<file path="src/rtl/reg_bank_16bit_6r_pkg.sv">
// Shared constants, register indices and select type for the six-register operand bank.
package reg_bank_16bit_6r_pkg;

    localparam int WIDTH = 16;
    localparam int NREGS = 6;
    localparam int SEL_W = 3;

    localparam int R_A = 0;
    localparam int R_B = 1;
    localparam int R_C = 2;
    localparam int R_D = 3;
    localparam int R_E = 4;
    localparam int R_F = 5;

    localparam int                   ERR_CNT_W   = 8;
    localparam logic [ERR_CNT_W-1:0] ERR_CNT_MAX = '1;

    typedef logic [SEL_W-1:0] sel_t;

    function automatic logic sel_legal(input sel_t idx);
        return int'(idx) < NREGS;
    endfunction

endpackage

</file>
<file path="src/rtl/reg_bank_16bit_6r_sel_handshake_reg.sv">
// Select register s with valid/ready load handshake and illegal-select detection.
// Handshake: a request transfers on an edge where rd_req & rd_ack; a held selection is
// consumed on an edge where rd_valid & rd_ready; s never changes while rd_valid & !rd_ready.
module reg_bank_16bit_6r_sel_handshake_reg
    import reg_bank_16bit_6r_pkg::*;
(
    input  logic clk,
    input  logic rst,
    input  logic rd_req,
    input  sel_t rd_sel,
    input  logic rd_ready,
    output logic rd_ack,
    output logic rd_valid,
    output sel_t s,
    output logic rd_ill
);

    typedef enum logic {HS_EMPTY = 1'b0, HS_FULL = 1'b1} hs_state_t;

    hs_state_t state_q, state_next;
    sel_t      s_q, s_next;
    logic      ill_hold_q, ill_hold_next;
    sel_t      ill_sel_q;
    logic      sel_ok, can_accept, ill_repeat;

    always_ff @(posedge clk) begin
        if (rst) begin
            state_q    <= HS_EMPTY;
            s_q        <= '0;
            ill_hold_q <= 1'b0;
            ill_sel_q  <= '0;
        end else begin
            state_q    <= state_next;
            s_q        <= s_next;
            ill_hold_q <= ill_hold_next;
            ill_sel_q  <= rd_sel;
        end
    end

    always_comb begin
        state_next    = state_q;
        s_next        = s_q;
        sel_ok        = sel_legal(rd_sel);
        can_accept    = (state_q == HS_EMPTY) || rd_ready;
        rd_ack        = !rst && rd_req && sel_ok && can_accept;
        // An illegal request held unchanged is reported only once.
        ill_repeat    = ill_hold_q && (rd_sel == ill_sel_q);
        rd_ill        = !rst && rd_req && !sel_ok && can_accept && !ill_repeat;
        ill_hold_next = rd_req && !sel_ok && (rd_ill || ill_repeat);
        if (rd_ack) begin
            state_next = HS_FULL;
            s_next     = rd_sel;
        end else if (state_q == HS_FULL && rd_ready) begin
            state_next = HS_EMPTY;
        end
    end

    assign rd_valid = (state_q == HS_FULL);
    assign s        = s_q;

endmodule

</file>
<file path="src/rtl/reg_bank_16bit_6r.sv">
// Six 16-bit operand registers, write decode, select handshake and error accounting.
// Optional macro WR_BYPASS_EN forwards wr_data combinationally onto the addressed output.
module reg_bank_16bit_6r
    import reg_bank_16bit_6r_pkg::*;
(
    input  logic                 clk,
    input  logic                 rst,
    input  logic                 wr_en,
    input  logic [SEL_W-1:0]     wr_addr,
    input  logic [WIDTH-1:0]     wr_data,
    input  logic                 rd_req,
    input  logic [SEL_W-1:0]     rd_sel,
    output logic                 rd_ack,
    input  logic                 rd_ready,
    output logic                 rd_valid,
    output logic [SEL_W-1:0]     s,
    output logic [WIDTH-1:0]     a,
    output logic [WIDTH-1:0]     b,
    output logic [WIDTH-1:0]     c,
    output logic [WIDTH-1:0]     d,
    output logic [WIDTH-1:0]     e,
    output logic [WIDTH-1:0]     f,
    output logic                 err,
    output logic [ERR_CNT_W-1:0] err_cnt
);

    logic [WIDTH-1:0]     regs_q   [NREGS];
    logic [WIDTH-1:0]     data_out [NREGS];
    logic                 rd_ill, wr_ill, err_evt;
    logic                 err_q;
    logic [ERR_CNT_W-1:0] err_cnt_q;

    reg_bank_16bit_6r_sel_handshake_reg u_sel (
        .clk      (clk),
        .rst      (rst),
        .rd_req   (rd_req),
        .rd_sel   (rd_sel),
        .rd_ready (rd_ready),
        .rd_ack   (rd_ack),
        .rd_valid (rd_valid),
        .s        (s),
        .rd_ill   (rd_ill)
    );

    always_ff @(posedge clk) begin
        for (int i = 0; i < NREGS; i++) begin
            if (rst) begin
                regs_q[i] <= '0;
            end else if (wr_en && int'(wr_addr) == i) begin
                regs_q[i] <= wr_data;
            end
        end
    end

    // Illegal write and illegal read in the same cycle are one event.
    assign wr_ill  = wr_en && !sel_legal(wr_addr);
    assign err_evt = wr_ill || rd_ill;

    always_ff @(posedge clk) begin
        if (rst) begin
            err_q     <= 1'b0;
            err_cnt_q <= '0;
        end else begin
            err_q <= err_evt;
            if (err_evt && err_cnt_q != ERR_CNT_MAX) begin
                err_cnt_q <= err_cnt_q + 1'b1;
            end
        end
    end

    always_comb begin
        for (int i = 0; i < NREGS; i++) begin
            data_out[i] = regs_q[i];
`ifdef WR_BYPASS_EN
            if (wr_en && int'(wr_addr) == i) begin
                data_out[i] = wr_data;
            end
`endif
        end
    end

    assign a       = data_out[R_A];
    assign b       = data_out[R_B];
    assign c       = data_out[R_C];
    assign d       = data_out[R_D];
    assign e       = data_out[R_E];
    assign f       = data_out[R_F];
    assign err     = err_q;
    assign err_cnt = err_cnt_q;

endmodule

</file>
<file path="config.mk">
export PLATFORM = sky130hd
export DESIGN_NAME = reg_bank_16bit_6r
export DESIGN_NICKNAME = d
export VERILOG_FILES = /design/src/rtl/reg_bank_16bit_6r_pkg.sv /design/src/rtl/reg_bank_16bit_6r_sel_handshake_reg.sv /design/src/rtl/reg_bank_16bit_6r.sv
export SDC_FILE = /design/constraint.sdc
export NUM_CORES = 1
export LEC_CHECK = 0
export ABC_AREA = 1
export BUFFER_PORTS_ARGS = -buffer_cell sky130_fd_sc_hd__buf_2
export CAP_MARGIN = 10
export CORE_MARGIN = 3
export CORE_UTILIZATION = 40
export CTS_CLUSTER_DIAMETER = 60
export DETAILED_ROUTE_END_ITERATION = 6
export GPL_ROUTABILITY_DRIVEN = 0
export PLACE_DENSITY = 0.65
export SYNTH_ARGS = -nofsm -noshare
export SYNTH_HDL_FRONTEND = slang
export SYNTH_SLANG_ARGS = --single-unit
export TNS_END_PERCENT = 20
</file>
<file path="constraint.sdc">
create_clock -name clk -period 1.45 [get_ports clk]
set_input_delay 0.0725 -clock clk [delete_from_list [all_inputs] [get_ports clk]]
set_output_delay 0.0725 -clock clk [all_outputs]
set_load 0.03 [all_outputs]
</file>
==> results.toml <==
[placement]
dpl.cell_count = 636
dp_hpwl_mm = 6.94
place_area_um2 = 5190
post-place-ws_ns = 0.0378
io_buffers = 136

[synthesis]
synth_top_area_share = 0.675
mappedNetlistNets = 388
async_flop_share = 0
synth-compound-area-share = 0.0193
synth_area_leaders = "edfxtp_1 (68%), nor2_1 (11%), dfxtp_1 (8.0%), nand2_1 (3.4%), inv_1 (3.0%)"
synth_adder_area_share = 0.00293
yosysUniqueCellTypes = 20
synth_top_family_by_area = "simple AND/OR/NAND/NOR gates"
synth_seq_cells = 113
post_synth_instance_area_um2 = 4270
ys.warnings.count = 0
yosysMostFrequentCell = "nor2_1"
synth_mux_area_frac = 0
synthCells = 360
synth_largest_area_cell = "edfxtp_1"
synth_edf_count = 96
ys_top_cells_by_count = "nor2_1 (122), edfxtp_1 (96), nand2_1 (39)"
yosys.area_share.simple = 0.176
synth_xor_area_frac = 0
yosysSeqAreaShare = 0.755
syn_area_per_cell_um2 = 11.9
synthFlopType = "edfxtp_1"

[routing]
post-route-drc-count = 0
num_vias = 3192
highest_layer = "met4"
drtIter0Drc = 132
wirelength_mm = 10.3
route.met3.wl_um = 903
wire_per_inst_um = 14.7
via_per_inst = 4.57
wl_met2_mm = 5.35
drtAntennaViolNets = 0
wirelength_met1_mm = 3.88
drt_pass1_iterations = 5

[timing]
finalClockSkew_ns = 0.00529
period_share = 1.01
setup_violations = 1
worst_hold_slack_ns = 0.0337
worst_pin_slew_ns = 0.316
finalHoldViolCount = 0
relSlewSlack = 0.789
slew_viol_final = 0
fmax_mhz = 685
fin_crit_ns = 1.46
setup_slack_ns = -0.0104

[status]
run_status = "complete, but fails checks"
violations = "negative setup slack"

[critical_path]
cp-end-kind = "output port"
worst-setup-path-type = "input pin to output port"
slowest_stage = "dlygate4sd3_1"
critPathRequiredTime_ns = 1.38
r2r-start = "err_cnt[0]$_SDFFE_PP0P_"
cp_max_fo = 4
regToRegSetupSlack_ns = 0.11
cp-start-kind = "input pin"
arrival_ns = 1.39
crit_chain = "dlygate4sd3_1 -> buf_2 -> inv_2 -> o211ai_1 -> buf_4 -> nor2_4 -> buf_6"
r2r_end = "err_cnt[3]$_SDFFE_PP0P_"
rr_worst_depth = 8
slowest_delay_ns = 0.53

[pwr]
powerDensity_nw_per_um2 = 1390
p_leak_nw = 2.68
peakVddDrop_mv = 0.638

[hold_path]
min_to = "regs_q[4][2]$_SDFFCE_PN0P_"
min_path_cells = 3
hold_path_startpoint = "wr_data[2]"
hold_class = "input pin to flip-flop"

[clock_network]
h-tree-depth = 4
clk-insertion-delay-late_ns = 0.51
root_buffer = "clkbuf_8"
cts_tree = "built"
cts_made_buffers = 17
clk_pin_slew_worst_paths_ns = 0.06
clockBufferDepth = 2
numClockSinks = 113

[run]
maxCapViolCount = 0

[cells_and_area]
fin_area_um2 = 6050
final_util = 0.584
nNetsFinal = 577
area_growth_pct = 41.9
fin_cells = 698
drive_above_1_share = 0.352
diodes = 0

[global_routing]
antenna_found_initial = 0
grt_pass1_vias = 3024
grt_max_degree = 17
grt_pass1_wl_mm = 14.8
overflow = 0
track_usage = 0.169

[floorplan]
die_area_um2 = 11900
die_x_um = 109
core_um2 = 10400
start_util = 0.412
rows = 37
io_pins = 137
die_y_um = 109
## cell usage in the layout (no fill, tap or decap), types with 13 or more instances in the layout
cell / count
buf_2: 135
nor2_1: 118
edfxtp_1: 96
nand2_1: 39
inv_1: 32
dlygate4sd3_1: 26
nand3_1: 17
clkbuf_16: 16
dfxtp_1: 14
buf_4: 14
a21oi_1: 13
## cells by family after synthesis
logic type      after synthesis
flops                       113
buf+inv                      45
simple gates                185
fa+ha+maj                     1
compound gates               16
## stage by stage
step	power [mW]	TNS, ns
5_1_grt	8.74	-0.0694
4_1_cts	8.50	0
3_3_place_gp	4.76	0
3_5_place_dp	4.77	0
2_1_floorplan	4.44	-0.00520
6_report	8.43	-0.0104
## sequential cells by signal (all words and copies together), names as in the netlist
signal / flops
regs_q: 96
u_sel.ill_sel_q: 3
err_cnt: 8
u_sel.rd_valid: 1
u_sel.s: 3
u_sel.ill_hold_q: 1
err: 1
## power breakdown
part | switching (mW) | total, mW | internal [mW]
clock | 1.42 | 3.66 | 2.24
combinational | 0.704 | 0.981 | 0.278
sequential | 0.0602 | 3.79 | 3.73
total | 2.19 | 8.43 | 6.25
## layout make-up
class / instances / area, um2
clock buffers: 17 / 414
clock inverters: 15 / 120
fillers: 870 / 4320
inverters: 36 / 135
multi-input cells: 202 / 876
flip-flops and latches: 113 / 3230
well taps: 136 / 170
repair buffers: 179 / 1110
## metal layers
layer  GRT usage  up-vias
met5           0        -
met4      0.0552        0
met3      0.0628       20
met2       0.305      149
met1       0.183     1451
li1            -     1572
## repair_timing
item,in CTS,in global routing
pin swaps,0,2
hold buffers,26,0
endpoints found under the hold margin,88,0
buffers inserted,0,4
endpoints found under the setup margin,1,5
cloned,0,0
gates resized for setup,4,8
## worst max-delay path: cells and delay by family
family,cells,cell delay [ns]
buffers and inverters,5,1.07
AND/OR/NAND/NOR,1,0.15
AO/OA/AOI/OAI,1,0.09
## how the worst max path moves through the flow
stage / startpoint / endpoint / slack (ns)
finish: rd_sel[2] / rd_ack / -0.01
global route: rd_sel[2] / rd_ack / -0.06
CTS: u_sel.rd_valid$_SDFFE_PP0P_ / rd_ack / 0.01
detailed placement: err_cnt[0]$_SDFFE_PP0P_ / err_cnt[3]$_SDFFE_PP0P_ / 0.04
global placement: err_cnt[0]$_SDFFE_PP0P_ / err_cnt[7]$_SDFFE_PP0P_ / 0.13
floorplan: u_sel.rd_valid$_SDFFE_PP0P_ / u_sel.s[0]$_SDFFE_PP0P_ / -0.003
(Power assumes the default switching activity.)
